### src/rtl/compact_bf_pipe.sv
// Pipelined radix-2^2 butterfly (forward CT / inverse GS per sample), latency 2*(MUL_LAT+1) en-qualified cycles.
// en=0 freezes all state; define BF_HALVE_EN to halve every inverse-mode stage output mod Q.

module compact_bf_pe #(
  parameter int W       = 12,
  parameter int Q       = 3329,
  parameter int MUL_LAT = 2
) (
  input  logic         clk,
  input  logic         rst,
  input  logic         en,
  input  logic         mode,
  input  logic [W-1:0] x,
  input  logic [W-1:0] y,
  input  logic [W-1:0] w,
  output logic [W-1:0] hi,
  output logic [W-1:0] lo
);
  localparam logic [W:0]     QN = (W+1)'(Q);
  localparam logic [2*W-1:0] QP = (2*W)'(Q);

  function automatic logic [W-1:0] mod_add(input logic [W-1:0] a, input logic [W-1:0] b);
    logic [W:0] s;
    s = {1'b0, a} + {1'b0, b};
    if (s >= QN) s = s - QN;
    return s[W-1:0];
  endfunction

  function automatic logic [W-1:0] mod_sub(input logic [W-1:0] a, input logic [W-1:0] b);
    logic [W:0] d;
    if (a >= b) d = {1'b0, a} - {1'b0, b};
    else        d = {1'b0, a} + QN - {1'b0, b};
    return d[W-1:0];
  endfunction

`ifdef BF_HALVE_EN
  function automatic logic [W-1:0] halve(input logic [W-1:0] a);
    logic [W:0] s;
    s = a[0] ? ({1'b0, a} + QN) : {1'b0, a};
    return s[W:1];
  endfunction
`endif

  // Inverse does its add/sub before the entry register, forward after the
  // multiplier, so both modes share one multiplier and have equal latency.
  logic [W-1:0]   x_d [MUL_LAT+1];
  logic [MUL_LAT:0] m_d;
  logic [W-1:0]   y_r;
  logic [W-1:0]   w_r;

  always_ff @(posedge clk or posedge rst) begin
    if (rst) begin
      for (int i = 0; i <= MUL_LAT; i++) x_d[i] <= '0;
      m_d <= '0;
      y_r <= '0;
      w_r <= '0;
    end else if (en) begin
      x_d[0] <= mode ? mod_add(x, y) : x;
      y_r    <= mode ? mod_sub(x, y) : y;
      w_r    <= w;
      m_d    <= {m_d[MUL_LAT-1:0], mode};
      for (int i = 1; i <= MUL_LAT; i++) x_d[i] <= x_d[i-1];
    end
  end

  logic [2*W-1:0] prod;
  logic [W-1:0]   p;

  assign prod = {{W{1'b0}}, y_r} * {{W{1'b0}}, w_r};

  generate
    if (MUL_LAT == 1) begin : g_mul1
      logic [W-1:0] r;
      always_ff @(posedge clk or posedge rst) begin
        if (rst)     r <= '0;
        else if (en) r <= W'(prod % QP);
      end
      assign p = r;
    end else begin : g_muln
      // Product registered first, reduction next, then plain delay to MUL_LAT.
      logic [2*W-1:0] pr;
      logic [W-1:0]   r [MUL_LAT-1];
      always_ff @(posedge clk or posedge rst) begin
        if (rst) begin
          pr <= '0;
          for (int i = 0; i < MUL_LAT-1; i++) r[i] <= '0;
        end else if (en) begin
          pr   <= prod;
          r[0] <= W'(pr % QP);
          for (int i = 1; i < MUL_LAT-1; i++) r[i] <= r[i-1];
        end
      end
      assign p = r[MUL_LAT-2];
    end
  endgenerate

  logic         m_o;
  logic [W-1:0] x_o;
  logic [W-1:0] hi_c;
  logic [W-1:0] lo_c;

  always_comb begin
    m_o  = m_d[MUL_LAT];
    x_o  = x_d[MUL_LAT];
    hi_c = x_o;
    lo_c = p;
    if (!m_o) begin
      hi_c = mod_add(x_o, p);
      lo_c = mod_sub(x_o, p);
    end
  end

`ifdef BF_HALVE_EN
  assign hi = m_o ? halve(hi_c) : hi_c;
  assign lo = m_o ? halve(lo_c) : lo_c;
`else
  assign hi = hi_c;
  assign lo = lo_c;
`endif

endmodule

module compact_bf_pipe #(
  parameter int DATA_WIDTH = 12,
  parameter int Q          = 3329,
  parameter int MUL_LAT    = 2
) (
  input  logic                  clk,
  input  logic                  rst,
  input  logic                  en,
  input  logic                  in_valid,
  input  logic                  mode,
  input  logic [DATA_WIDTH-1:0] u0,
  input  logic [DATA_WIDTH-1:0] v0,
  input  logic [DATA_WIDTH-1:0] u1,
  input  logic [DATA_WIDTH-1:0] v1,
  input  logic [DATA_WIDTH-1:0] wa1,
  input  logic [DATA_WIDTH-1:0] wa2,
  input  logic [DATA_WIDTH-1:0] wa3,
  output logic                  out_valid,
  output logic [DATA_WIDTH-1:0] bf_0_upper,
  output logic [DATA_WIDTH-1:0] bf_0_lower,
  output logic [DATA_WIDTH-1:0] bf_1_upper,
  output logic [DATA_WIDTH-1:0] bf_1_lower,
  output logic                  busy
);
  localparam int L = MUL_LAT + 1;

  logic [2*L-1:0]        vld_sr;
  logic [L-1:0]          mode_sr;
  logic [DATA_WIDTH-1:0] tw0_sr [L];
  logic [DATA_WIDTH-1:0] tw1_sr [L];

  // Stage-2 twiddles are selected by mode at entry and carried with the sample.
  always_ff @(posedge clk or posedge rst) begin
    if (rst) begin
      vld_sr  <= '0;
      mode_sr <= '0;
      for (int i = 0; i < L; i++) begin
        tw0_sr[i] <= '0;
        tw1_sr[i] <= '0;
      end
    end else if (en) begin
      vld_sr    <= {vld_sr[2*L-2:0], in_valid};
      mode_sr   <= {mode_sr[L-2:0], mode};
      tw0_sr[0] <= mode ? wa2 : wa1;
      tw1_sr[0] <= mode ? wa2 : wa3;
      for (int i = 1; i < L; i++) begin
        tw0_sr[i] <= tw0_sr[i-1];
        tw1_sr[i] <= tw1_sr[i-1];
      end
    end
  end

  assign out_valid = vld_sr[2*L-1];
  assign busy      = |vld_sr;

  logic [DATA_WIDTH-1:0] w_s1_0;
  logic [DATA_WIDTH-1:0] w_s1_1;
  logic [DATA_WIDTH-1:0] a0, a1, b0, b1;

  assign w_s1_0 = mode ? wa1 : wa2;
  assign w_s1_1 = mode ? wa3 : wa2;

  compact_bf_pe #(.W(DATA_WIDTH), .Q(Q), .MUL_LAT(MUL_LAT)) u_s1_pe0 (
    .clk(clk), .rst(rst), .en(en), .mode(mode),
    .x(u0), .y(v0), .w(w_s1_0), .hi(a0), .lo(a1)
  );

  compact_bf_pe #(.W(DATA_WIDTH), .Q(Q), .MUL_LAT(MUL_LAT)) u_s1_pe1 (
    .clk(clk), .rst(rst), .en(en), .mode(mode),
    .x(u1), .y(v1), .w(w_s1_1), .hi(b0), .lo(b1)
  );

  compact_bf_pe #(.W(DATA_WIDTH), .Q(Q), .MUL_LAT(MUL_LAT)) u_s2_pe0 (
    .clk(clk), .rst(rst), .en(en), .mode(mode_sr[L-1]),
    .x(a0), .y(b0), .w(tw0_sr[L-1]), .hi(bf_0_upper), .lo(bf_0_lower)
  );

  compact_bf_pe #(.W(DATA_WIDTH), .Q(Q), .MUL_LAT(MUL_LAT)) u_s2_pe1 (
    .clk(clk), .rst(rst), .en(en), .mode(mode_sr[L-1]),
    .x(a1), .y(b1), .w(tw1_sr[L-1]), .hi(bf_1_upper), .lo(bf_1_lower)
  );

endmodule

### config.mk
export PLATFORM = sky130hd
export DESIGN_NAME = compact_bf_pipe
export DESIGN_NICKNAME = d
export VERILOG_FILES = /design/src/rtl/compact_bf_pipe.sv
export SDC_FILE = /design/constraint.sdc
export NUM_CORES = 2
export LEC_CHECK = 0
export ABC_AREA = 1
export CAP_MARGIN = 10
export CORE_UTILIZATION = 52
export DETAILED_ROUTE_END_ITERATION = 16
export PLACE_DENSITY_LB_ADDON = 0.05
export SYNTH_ARGS = -nofsm -noshare
export SYNTH_HDL_FRONTEND = slang
export SYNTH_SLANG_ARGS = --single-unit
### constraint.sdc
create_clock -name clk -period 13.4 [get_ports clk]
set_input_delay 1.34 -clock clk [delete_from_list [all_inputs] [get_ports clk]]
set_output_delay 1.34 -clock clk [all_outputs]
set_load 0.03 [all_outputs]
; ---- After elaboration in Yosys (flattened, before gate mapping)
; Cells that the tools add are included.
[op_classes]
n_addsub = 40
mul = 4
n_div = 4
magnitude_cmp = 16
muxes = 36
n_reduce_logical = 1
[op_table]
columns = op, n
row1 = $mux W12, 36
row2 = $sub A12 B12 Y12, 16
row3 = $add A12 B12 Y13, 8
row4 = $ge A13 B12 Y1 const B, 8
row5 = $add A12 B12 Y12 const B, 8
row6 = $ge A12 B12 Y1, 8
row7 = $mod A24 B12 Y24 const B, 4
row8 = $mul A12 B12 Y24, 4
row9 = $sub A12 B12 Y12 const B, 8
row10 = $reduce_or A6 Y1, 1
[word_totals]
reg_bits = 477
input_bits = 89
out_inout_bits = 50
word_cells = 141

; ---- Depth between registers and ports, before layout
[depth]
word_depth = 8
mapped_depth = 112
ltp_nobuf = 105

; ---- Modules after synthesis
; From an unflattened synthesis, not the netlist that was laid out.
[hier_totals]
hier_cells = 11983
hier_area_um2 = 79381.1
[modules_own_cells]
columns = mod, n_inst, cells_per_inst, area_per_inst_um2, seq_area_each_um2
row1 = compact_bf_pe at u_s1_pe0, 1, 2948, 19862.8, 2477.4
row2 = compact_bf_pe at u_s1_pe1, 1, 2897, 18965.7, 2477.4
row3 = compact_bf_pe at u_s2_pe0, 1, 2877, 18766.7, 2477.4
row4 = compact_bf_pe at u_s2_pe1, 1, 2836, 18348.8, 2477.4
row5 = compact_bf_pipe, 1, 425, 3437.0, 2026.9

; ---- Worst setup path before layout
; OpenSTA, ideal clock, no wires.
[synth_path]
path_kind = reg-to-reg
start = register u_s1_pe1.g_muln.pr[13]
end = register u_s1_pe1.g_muln.r[9] in the netlist's numbering
setup_time_ns = 0.117
arrival_time_ns = 10.537
t_required_ns = 13.283
slack_ns = 2.746
stages_incl_launch_ff = 103
n_path_buf = 12
period_less_slack_ns = 10.654
cell_sequence = dfrtp_1 > nor2_2 > nand2_2 > o21ai_2 > nand2_2 > nand2_2 > buf_6 > nand2_1 > nand2_1 > inv_2 > nor2_1 > nand2_2 > nand2_2 > nand3_2 > buf_6 > nand3_1 > nand2_1 > nor2_1 > [67 not listed] > nand4_1 > nor2_2 > nand2_2 > nand2_4 > nand3_4 > buf_8 > xor2_2 > ha_1 > nand3_1 > nor2_2 > nand3_1 > nand2_1 > nand2_2 > buf_6 > nand2_1 > nand2_1 > nand3_1 > nand2_1
[synth_between]
elab_chain_len = 1
[synth_lines]
columns = element, line
row1 = "start, declared", 81  ; logic [2*W-1:0] pr;
row2 = "start signal, assigned", 88  ; pr <= prod;
row3 = $mod A24 B12 Y24, 89  ; r[0] <= W'(pr % QP);
row4 = "end, declared", 82  ; logic [W-1:0] r [MUL_LAT-1];
; Every way passes these cells.
; A chain may end at the register's enable or synchronous reset.

; ---- Worst setup path after layout
[layout_path]
start = register u_s2_pe1.g_muln.pr[13]
end = register u_s2_pe1.g_muln.r[7] in the netlist's numbering
[layout_between]
elab_chain_len = 1
[layout_lines]
columns = element, line
row1 = "start, declared", 81
row2 = "start signal, assigned", 88
row3 = $mod A24 B12 Y24, 89
row4 = "end, declared", 82
; Every way passes these cells.

==> impl_summary.log <==
INFO  metric clk_path_buf_depth = 3
INFO  metric mostFrequentLayoutCells = sky130_fd_sc_hd__nand2_1 (3401), sky130_fd_sc_hd__inv_1 (1828), sky130_fd_sc_hd__nand3_1 (858), sky130_fd_sc_hd__nor2_1 (600), sky130_fd_sc_hd__ha_1 (584)
INFO  metric die_w = 385 um
INFO  metric synth_cells = about 11000
INFO  metric gp_congestion = 0.951
INFO  metric grt_use_total = 0.286
INFO  metric worst-endpoint-arrival = 12.79 ns
INFO  metric synth.yosys.warnings = 0
INFO  metric ff2ff_path_depth = 88
INFO  metric via_count = 71400
INFO  metric synth_adder_area_share = 0.222
INFO  metric worst_skew_pair.late_latency = 0.70 ns
INFO  metric whs_path_depth = 2
INFO  metric syn_area_per_cell = 6.65 sq um
INFO  metric synth_ff_type = sky130_fd_sc_hd__dfrtp_1
INFO  metric insertedDiodeCount = 0
INFO  metric fin_skew = 0.0491 ns
INFO  metric place_worst_setup_slack = 0.0122 ns
INFO  metric ys_async_sr_fraction = 1.00
INFO  metric design.die.area = ~150000 sq um
INFO  metric synth.ff_latch_count = 468
INFO  metric clkSlewWorstSetupHoldPaths = 0.06 ns
INFO  metric placedInstanceArea = 78300 sq um
INFO  metric slew_viol_final = 0
INFO  metric finalCriticalPeriod = 12.20 ns
INFO  metric grt-ovfl-total = 0
INFO  metric pin_count_of_the_biggest_net_entering_global_routing = 182
INFO  metric layout.cell_area.non_filler = 81500 sq um
INFO  metric crit_path_max_fanout = 19
INFO  metric synth_top_family_by_area = simple AND/OR/NAND/NOR gates
INFO  metric core_area = 146000 sq um
INFO  metric hold_end = u_s2_pe0.x_d[17]
INFO  metric drc_violation_count_after_routing = 0
INFO  metric yosysTopAreaCell = sky130_fd_sc_hd__nand2_1
INFO  metric final_antenna_net_count = 0
INFO  metric setup-tns-final = 0 ns
INFO  metric crit-reg2reg-launch = u_s2_pe1.g_muln.pr[13]
INFO  metric r2r-end = u_s2_pe1.g_muln.r[7]
INFO  metric numCtsBuffers = 61
INFO  metric cp_data_required_time = 13.99 ns
INFO  metric most_frequent_standard_cell_in_the_layout_excluding_fill_and_tap_cells = sky130_fd_sc_hd__nand2_1
INFO  metric drive_above_1_share = 0.0982
INFO  metric critPathCaptureType = flop
INFO  metric count_of_h_tree_levels_built_during_cts = 2
INFO  metric cts_tree = built
INFO  metric drt_iter0_markers = 4362
INFO  metric post-route-period-util = 0.910
INFO  metric synthToLayoutAreaGrowth = 7.00%
INFO  metric grt_first_pass_wirelength = 349000 um
INFO  metric wire_per_inst = 15.9 um
INFO  metric boundaryPins = 139
INFO  metric fmax = 82.0 MHz
INFO  metric cts_root_buffer = sky130_fd_sc_hd__clkbuf_16
INFO  metric netlist.area_leader.share = 0.168
INFO  metric max-cap-violations = 0
INFO  metric slowest_delay = 0.44 ns
INFO  metric final_nets = 12600
INFO  metric cts_sink_count = 468
INFO  metric syn-cell-area = 76200 sq um
INFO  metric initial_utilization = 0.523
INFO  metric synthXorXnorAreaFrac = 0.0461
INFO  metric final_critical_path_setup_slack = 1.20 ns
INFO  metric path_common_cell = sky130_fd_sc_hd__nand2_4
INFO  metric chipHeight = 385 um
INFO  metric synth-edff-count = 0
INFO  metric synth_compound_gate_area_share = 0.107
INFO  metric drt-total-wl = 213000 um
INFO  metric placement.io_buffers = around 140
INFO  metric post_synth_and_or_nand_nor_area_fraction = 0.348
INFO  metric critPathSlowestCell = sky130_fd_sc_hd__dfrtp_1
INFO  metric worst_tran_pin_value = between 1 and 1.5 ns
INFO  metric synthMuxAreaShare = 0
INFO  metric worstSetupStartpointType = flop
INFO  metric drt_first_pass_iters = 6
INFO  metric setup.worst_path.class = reg -> reg
INFO  metric setup-violations-final = 0
INFO  metric synth.distinct_cells = approximately 80
INFO  metric rows = 140
INFO  metric post_dp_hpwl = 170000 um
INFO  metric antenna_violations_before_repair = 3
INFO  metric mappedNetlistNets = 12600
INFO  metric status = finished, final reports clean
INFO  metric vias_per_cell = around 5.3
INFO  metric r2r_setup_slack = 1.20 ns
INFO  metric synth_area_leaders = sky130_fd_sc_hd__nand2_1 (17%), sky130_fd_sc_hd__dfrtp_1 (15%), sky130_fd_sc_hd__fa_1 (13%), sky130_fd_sc_hd__ha_1 (9.6%), sky130_fd_sc_hd__inv_1 (9.0%)
INFO  metric holdCritStartpoint = u_s2_pe0.x_d[17]
INFO  metric hold_viol = 0
INFO  metric seq_area_frac_synth = 0.154
INFO  metric hp-class = reg -> reg
INFO  metric first_global_vias = 68700
INFO  metric timing.slew.headroom = 0.164
[through the flow]
stage           util  std cells  hold slack [ns]
6_report       0.560      13400            0.469
3_5_place_dp   0.538      13200            0.458
5_1_grt        0.560      13400            0.482
4_1_cts        0.552      13300            0.473
3_3_place_gp   0.538      13200            0.453
2_1_floorplan      -      11500            0.442
[kinds of logic after synthesis]
logic type | after synthesis
simple gates | 5839
buf+inv | 2285
compound gates | 1401
fa+ha+maj | 1064
flops | 468
xor+xnor | 399
[final cells by class]
| type | count | area (sq um) |
|---|---|---|
| fillers | 14600 | 64100 |
| multi-input cells | 8709 | 55600 |
| flip-flops and latches | 468 | 11700 |
| inverters | 1948 | 7340 |
| well taps | 1917 | 2400 |
| repair buffers | 252 | 2300 |
| clock buffers | 86 | 1760 |
| clock inverters | 29 | 340 |
[metal layers]
metal  vias up  wire length [um]  track usage
met5         -               116      0.00455
met4         6              6650       0.0869
met3       292              9130       0.0280
met2      1424            101000        0.495
met1     33800             95900        0.375
li1      35800                 -            -
[sequential cells by signal, indices dropped and copies added (netlist names), 24 cells and up]
register            flops
u_s2_pe0.x_d           24
u_s1_pe0.x_d           24
u_s2_pe0.g_muln.pr     24
u_s1_pe0.g_muln.pr     24
u_s1_pe1.x_d           24
u_s2_pe1.x_d           24
tw1_sr                 36
u_s2_pe1.g_muln.pr     24
u_s1_pe1.g_muln.pr     24
tw0_sr                 36
[critical path: cells and delay by family (launching register included)]
kind                     cells  cell delay [ns]
AO/OA/AOI/OAI                2             0.23
XOR/XNOR                     1             0.24
adder cells (fa/ha/maj)      2             0.39
buffers and inverters        2             0.11
flip-flops                   1             0.44
AND/OR/NAND/NOR             81            10.68
[synthesized netlist by cell type, types with 227 or more instances]
cell and instances:
sky130_fd_sc_hd__a21oi_1 393, sky130_fd_sc_hd__clkbuf_1 227, sky130_fd_sc_hd__dfrtp_1 468, sky130_fd_sc_hd__fa_1 480, sky130_fd_sc_hd__ha_1 584, sky130_fd_sc_hd__inv_1 1833
sky130_fd_sc_hd__nand2_1 3411, sky130_fd_sc_hd__nand2_2 323, sky130_fd_sc_hd__nand3_1 861, sky130_fd_sc_hd__nor2_1 613, sky130_fd_sc_hd__o21ai_0 583, sky130_fd_sc_hd__xor2_1 322
[how the worst max path moves through the flow]
stage	startpoint	to	slack [ns]	cells after the start
global placement	u_s2_pe1.g_muln.pr[13]	u_s2_pe1.g_muln.r[7]	0.11	87
finish	u_s2_pe1.g_muln.pr[13]	u_s2_pe1.g_muln.r[7]	1.20	88
detailed placement	u_s2_pe1.g_muln.pr[13]	u_s2_pe1.g_muln.r[7]	0.01	87
CTS	u_s1_pe0.g_muln.pr[13]	u_s1_pe0.g_muln.r[4]	0.002	86
floorplan	u_s1_pe1.g_muln.pr[13]	u_s1_pe1.g_muln.r[9]	2.75	102
global route	u_s2_pe1.g_muln.pr[13]	u_s2_pe1.g_muln.r[4]	-0.05	88
[repair_timing]
action,CTS,global route
pin swaps,0,34
buffers inserted,0,74
gates resized for setup,1,95
gates cloned,0,6
endpoints found under the setup margin,12,48
hold buffers,0,0
Power is left out: the tool's default activity adds up to more than one toggle a clock period on the data nets, which glitch-free logic cannot reach.
